===== src/rtl/div32_seq.sv =====
// div32_seq: sequential unsigned restoring divider.
// Produces one quotient bit per clock over WIDTH iterations. A start strobe
// is accepted in IDLE or DONE. Divide-by-zero completes in a single cycle.
//
// Ports:
//   clk          rising-edge clock
//   reset_n      asynchronous active-low reset, clears all state
//   start        request strobe, sampled only in IDLE or DONE
//   dividend     unsigned dividend, captured on accept
//   divisor      unsigned divisor, captured on accept
//   busy         high while iterating
//   done         high for the cycle the results become valid (state DONE)
//   div_by_zero  registered with done, set when the captured divisor was 0
//   quotient     unsigned quotient, held until the next completion
//   remainder    unsigned remainder, held until the next completion
module div32_seq #(
    parameter int unsigned WIDTH = 32
) (
    input  logic             clk,
    input  logic             reset_n,
    input  logic             start,
    input  logic [WIDTH-1:0] dividend,
    input  logic [WIDTH-1:0] divisor,
    output logic             busy,
    output logic             done,
    output logic             div_by_zero,
    output logic [WIDTH-1:0] quotient,
    output logic [WIDTH-1:0] remainder
);

    localparam int unsigned CW = $clog2(WIDTH);

    typedef enum logic [1:0] {IDLE, RUN, DONE} state_t;

    state_t           state;
    logic [WIDTH-1:0] rem_acc;
    logic [WIDTH-1:0] q_acc;
    logic [WIDTH-1:0] dvs;
    logic [CW-1:0]    count;

    logic [WIDTH:0]   shifted;
    logic [WIDTH:0]   trial;
    logic [WIDTH-1:0] rem_next;
    logic [WIDTH-1:0] q_next;

    // One restoring step: shift the next dividend bit into the partial
    // remainder and keep the subtraction only if it did not go negative.
    always_comb begin
        shifted  = {rem_acc, q_acc[WIDTH-1]};
        trial    = shifted - {1'b0, dvs};
        rem_next = shifted[WIDTH-1:0];
        q_next   = {q_acc[WIDTH-2:0], 1'b0};
        if (!trial[WIDTH]) begin
            rem_next = trial[WIDTH-1:0];
            q_next   = {q_acc[WIDTH-2:0], 1'b1};
        end
    end

    always_ff @(posedge clk or negedge reset_n) begin
        if (!reset_n) begin
            state       <= IDLE;
            rem_acc     <= '0;
            q_acc       <= '0;
            dvs         <= '0;
            count       <= '0;
            busy        <= 1'b0;
            done        <= 1'b0;
            div_by_zero <= 1'b0;
            quotient    <= '0;
            remainder   <= '0;
        end else begin
            case (state)
                IDLE, DONE: begin
                    if (start) begin
                        if (divisor != '0) begin
                            rem_acc <= '0;
                            q_acc   <= dividend;
                            dvs     <= divisor;
                            count   <= '0;
                            busy    <= 1'b1;
                            done    <= 1'b0;
                            state   <= RUN;
                        end else begin
                            quotient    <= '1;
                            remainder   <= dividend;
                            div_by_zero <= 1'b1;
                            busy        <= 1'b0;
                            done        <= 1'b1;
                            state       <= DONE;
                        end
                    end else begin
                        done  <= 1'b0;
                        state <= IDLE;
                    end
                end
                RUN: begin
                    rem_acc <= rem_next;
                    q_acc   <= q_next;
                    count   <= count + 1'b1;
                    if (count == CW'(WIDTH - 1)) begin
                        quotient    <= q_next;
                        remainder   <= rem_next;
                        div_by_zero <= 1'b0;
                        busy        <= 1'b0;
                        done        <= 1'b1;
                        state       <= DONE;
                    end
                end
                default: state <= IDLE;
            endcase
        end
    end

endmodule


===== config.mk =====
export PLATFORM = sky130hd
export DESIGN_NAME = div32_seq
export DESIGN_NICKNAME = d
export VERILOG_FILES = /design/src/rtl/div32_seq.sv
export SDC_FILE = /design/constraint.sdc
export NUM_CORES = 1
export LEC_CHECK = 0
export CAP_MARGIN = 0
export CORE_MARGIN = 2
export CORE_UTILIZATION = 42
export DETAILED_ROUTE_END_ITERATION = 10
export PLACE_DENSITY = 0.63
export SLEW_MARGIN = 10
export SYNTH_ARGS = -nofsm -noshare
export SYNTH_HDL_FRONTEND = slang
export SYNTH_SLANG_ARGS = --single-unit

===== constraint.sdc =====
create_clock -name clk -period 3.7 [get_ports clk]
set_clock_uncertainty 0.1 [all_clocks]
set_input_delay 0.555 -clock clk [delete_from_list [all_inputs] [get_ports clk]]
set_output_delay 0.555 -clock clk [all_outputs]
set_load 0.01 [all_outputs]

==> flow_metrics.tcl <==
set metrics [dict create \
    outcome "complete, no violations" \
    yosys.cell_types.count 58 \
    combinational_family_with_the_most_area_after_synthesis "compound AO/OA/AOI/OAI gates" \
    r2r-end "remainder[26]$_DFFE_PN0P_" \
    gpl.final_weighted_congestion 0.831 \
    post-route-drc-count 0 \
    timing.final.crit_share_pct 95.1 \
    r2r_setup_slack_ps 180 \
    synth_area_in_compound_gates_pct 18.9 \
    layout_commonest_cell "sky130_fd_sc_hd__dfrtp_1" \
    initial_antenna_violation_count 0 \
    yosys-mux-area-fraction_pct 8.79 \
    routed_wirelength_um 23900 \
    post-cts-setup-buffer-count 0 \
    route.met3.wl_um 1440 \
    crit_path_max_fanout 33 \
    yosys.area_share.adder_pct 4.87 \
    max-clock-path-buffers 2 \
    core_mm2 0.0212 \
    critPathLaunch "rem_acc[24]$_DFFE_PN0P_" \
    maxSlewHeadroom_pct 37.2 \
    detailedRoute.firstPassIterationCount 5 \
    hold_class "in -> async" \
    synth-edff-count 0 \
    drt-wirelength-per-cell_um 17.6 \
    syn_inst 961 \
    post_synth_xor_area_fraction_pct 2.58 \
    io-pin-count 134 \
    critPathArrivalTime_ps 3720 \
    ir_drop_mv 0.444 \
    drive_gt1_share_pct 9.59 \
    start_kind "register" \
    report.final.hold_viol_count 0 \
    final-max-slew-violation-count 0 \
    fin_nets 1174 \
    ctsRootBufferMaster "sky130_fd_sc_hd__clkbuf_16" \
    reported_max_cap_violation_count 0 \
    timing.reg2reg.worst_path_depth 11 \
    hold_slack_final_ps 3.73 \
    post-route-worst-setup-slack_ps 180 \
    place_hpwl_um 17500 \
    worst_setup_endpoint "remainder[26]$_DFFE_PN0P_" \
    route.met2.wl_um 9920 \
    synth_sequential_area_ratio_pct 46.5 \
    die_x_um 152 \
    ys_seq_elements 170 \
    timing.setup.tns_ps 0 \
    synthesis.area_per_instance_um2 9.52 \
    ys_warn_count 0 \
    clock.fmax_mhz 284 \
    cts_hold_buf 0 \
    post_cts.resized_instances 0 \
    floorplan.die.height_um 152 \
    worst_ep_required_time_ps 3900 \
    first_global_vias 6851 \
    grt_pass1_wl_um 37700 \
    cts_tree "built" \
    cts_inserted_buffers 17 \
    clk_transition_reported_paths_ps 70 \
    rr_startpoint "rem_acc[24]$_DFFE_PN0P_" \
    routed-via-count 7554 \
    grt_setup_unrepaired "false" \
    floorplan.rows 53 \
    wl_met1_um 12400 \
    max_slew.worst_pin.slew_ps 942 \
    worst_setup_path_end_kind "register" \
    most-common-layout-cells "sky130_fd_sc_hd__dfrtp_1 (170), sky130_fd_sc_hd__clkdlybuf4s50_1 (132), sky130_fd_sc_hd__o21ai_0 (97)" \
    via_per_inst 5.55 \
    area.growth.synth_to_final_pct 24.6 \
    cellPowerDensity_mw_per_mm2 1020 \
    pin_count_of_the_biggest_net_entering_global_routing 77 \
    detail-route-antenna-nets 0 \
    ys.flop_type "sky130_fd_sc_hd__dfrtp_1" \
    asyncSetResetFlopFracSynth_pct 100 \
    global_route.overflow_total 0 \
    port_buffers 133 \
    drt_iter0_drc 658 \
    clkSinkCount 170 \
    cellLeakagePower_nw 5.13 \
    cts-htree-levels 4 \
    setup_crit_path_kind "reg -> reg" \
    start_util_pct 43.1 \
    synth_fp_nets 1063 \
    setup_violations_final 0 \
    grt_usage_pct 21.0 \
    period_minus_slack_ps 3520 \
    die-area_mm2 0.0230 \
    routed.top_layer "met4" \
    total_power_mw 11.6 \
    synth_simple_gate_area_share_pct 13.7 \
    syn_area_mm2 0.00915 \
    dpl_worst_slack_ps 205 \
    worstSkewPairLatency_ps 430 \
]
[where the power goes]
| part | internal, mW | total (mW) | leakage (nW) | switching [mW] |
|---|---|---|---|---|
| Combinational | 2.83 | 6.70 | 2.87 | 3.87 |
| Clock | 0.975 | 1.80 | 0.283 | 0.825 |
| Sequential | 2.59 | 3.14 | 1.98 | 0.552 |
| Total | 6.40 | 11.6 | 5.13 | 5.25 |
[sequential cells by signal, indices dropped and copies added (netlist names)]
signal and cells:
dvs 32, q_acc 32, quotient 32, rem_acc 32, remainder 32, count 5
state 2, busy 1, div_by_zero 1, done 1
[layer usage]
layer	vias to the layer above	track usage, %
li1	3666	-
met1	3635	33.4
met2	239	29.9
met3	14	3.53
met4	0	4.35
met5	-	0
[cell usage after synthesis (6+ instances only)]
| cell | count | area (um^2) |
|---|---|---|
| sky130_fd_sc_hd__o21ai_0 | 98 | 490 |
| sky130_fd_sc_hd__nor4_1 | 11 | 68.8 |
| sky130_fd_sc_hd__nor3_1 | 19 | 95.1 |
| sky130_fd_sc_hd__a21o_1 | 15 | 113 |
| sky130_fd_sc_hd__nand2b_1 | 10 | 62.6 |
| sky130_fd_sc_hd__nand2_1 | 85 | 319 |
| sky130_fd_sc_hd__o21ai_1 | 7 | 35.0 |
| sky130_fd_sc_hd__mux2_2 | 35 | 394 |
| sky130_fd_sc_hd__xor2_1 | 13 | 114 |
| sky130_fd_sc_hd__xnor2_1 | 14 | 123 |
| sky130_fd_sc_hd__nor2b_1 | 6 | 37.5 |
| sky130_fd_sc_hd__clkbuf_1 | 51 | 191 |
| sky130_fd_sc_hd__dfrtp_1 | 170 | 4250 |
| sky130_fd_sc_hd__mux2i_1 | 41 | 410 |
| sky130_fd_sc_hd__inv_1 | 38 | 143 |
| sky130_fd_sc_hd__o22a_1 | 31 | 272 |
| sky130_fd_sc_hd__a21oi_1 | 89 | 445 |
| sky130_fd_sc_hd__and3_1 | 21 | 131 |
| sky130_fd_sc_hd__nand3_1 | 32 | 160 |
| sky130_fd_sc_hd__nor2_1 | 60 | 225 |
| sky130_fd_sc_hd__ha_1 | 34 | 425 |
| sky130_fd_sc_hd__nand4_1 | 8 | 50.1 |
[cell type report]
cell class              count  area (um^2)
fillers                  1918         9820
multi-input cells         691         4500
flip-flops and latches    170         4250
repair buffers            154         1570
clock buffers              18          439
well taps                 275          344
clock inverters            14          158
inverters                  38          143
diodes                      1         2.50
[per-stage QoR]
step,area [um^2],utilization [%],cells
after CTS,11400,53.7,1360
after global routing,11400,53.7,1360
final,11400,53.7,1361
after floorplan,9150,-,961
after global placement,10800,50.9,1328
after detailed placement,10800,50.9,1328
[how the worst min path moves through the flow]
stage                                          end  slack, ps  cells after the start
final                          dvs[29]$_DFFE_PN0P_          4                      1
after global routing           dvs[29]$_DFFE_PN0P_         40                      1
after CTS                      dvs[29]$_DFFE_PN0P_          4                      1
after detailed placement   quotient[6]$_DFFE_PN0P_        380                      1
after global placement    quotient[20]$_DFFE_PN0P_        370                      1
after floorplan                   busy$_DFFE_PN0P_        160                      0
[critical path, stage by stage (launching register included)]
cell and delay [ps]:
sky130_fd_sc_hd__dfrtp_1 440, sky130_fd_sc_hd__ha_1 430, sky130_fd_sc_hd__a21oi_2 210, sky130_fd_sc_hd__o21bai_1 80
sky130_fd_sc_hd__a211o_1 320, sky130_fd_sc_hd__nor3b_1 140, sky130_fd_sc_hd__or4_1 580, sky130_fd_sc_hd__nor3b_4 250
sky130_fd_sc_hd__buf_12 220, sky130_fd_sc_hd__buf_4 160, sky130_fd_sc_hd__mux2i_1 330, sky130_fd_sc_hd__a21oi_1 120
[logic make-up after synthesis]
logic type | after synthesis
compound gates | 286
flops | 170
xor+xnor | 27
simple gates | 267
fa+ha+maj | 35
buf+inv | 100
mux | 76
Power figures use the tool's default switching activity.
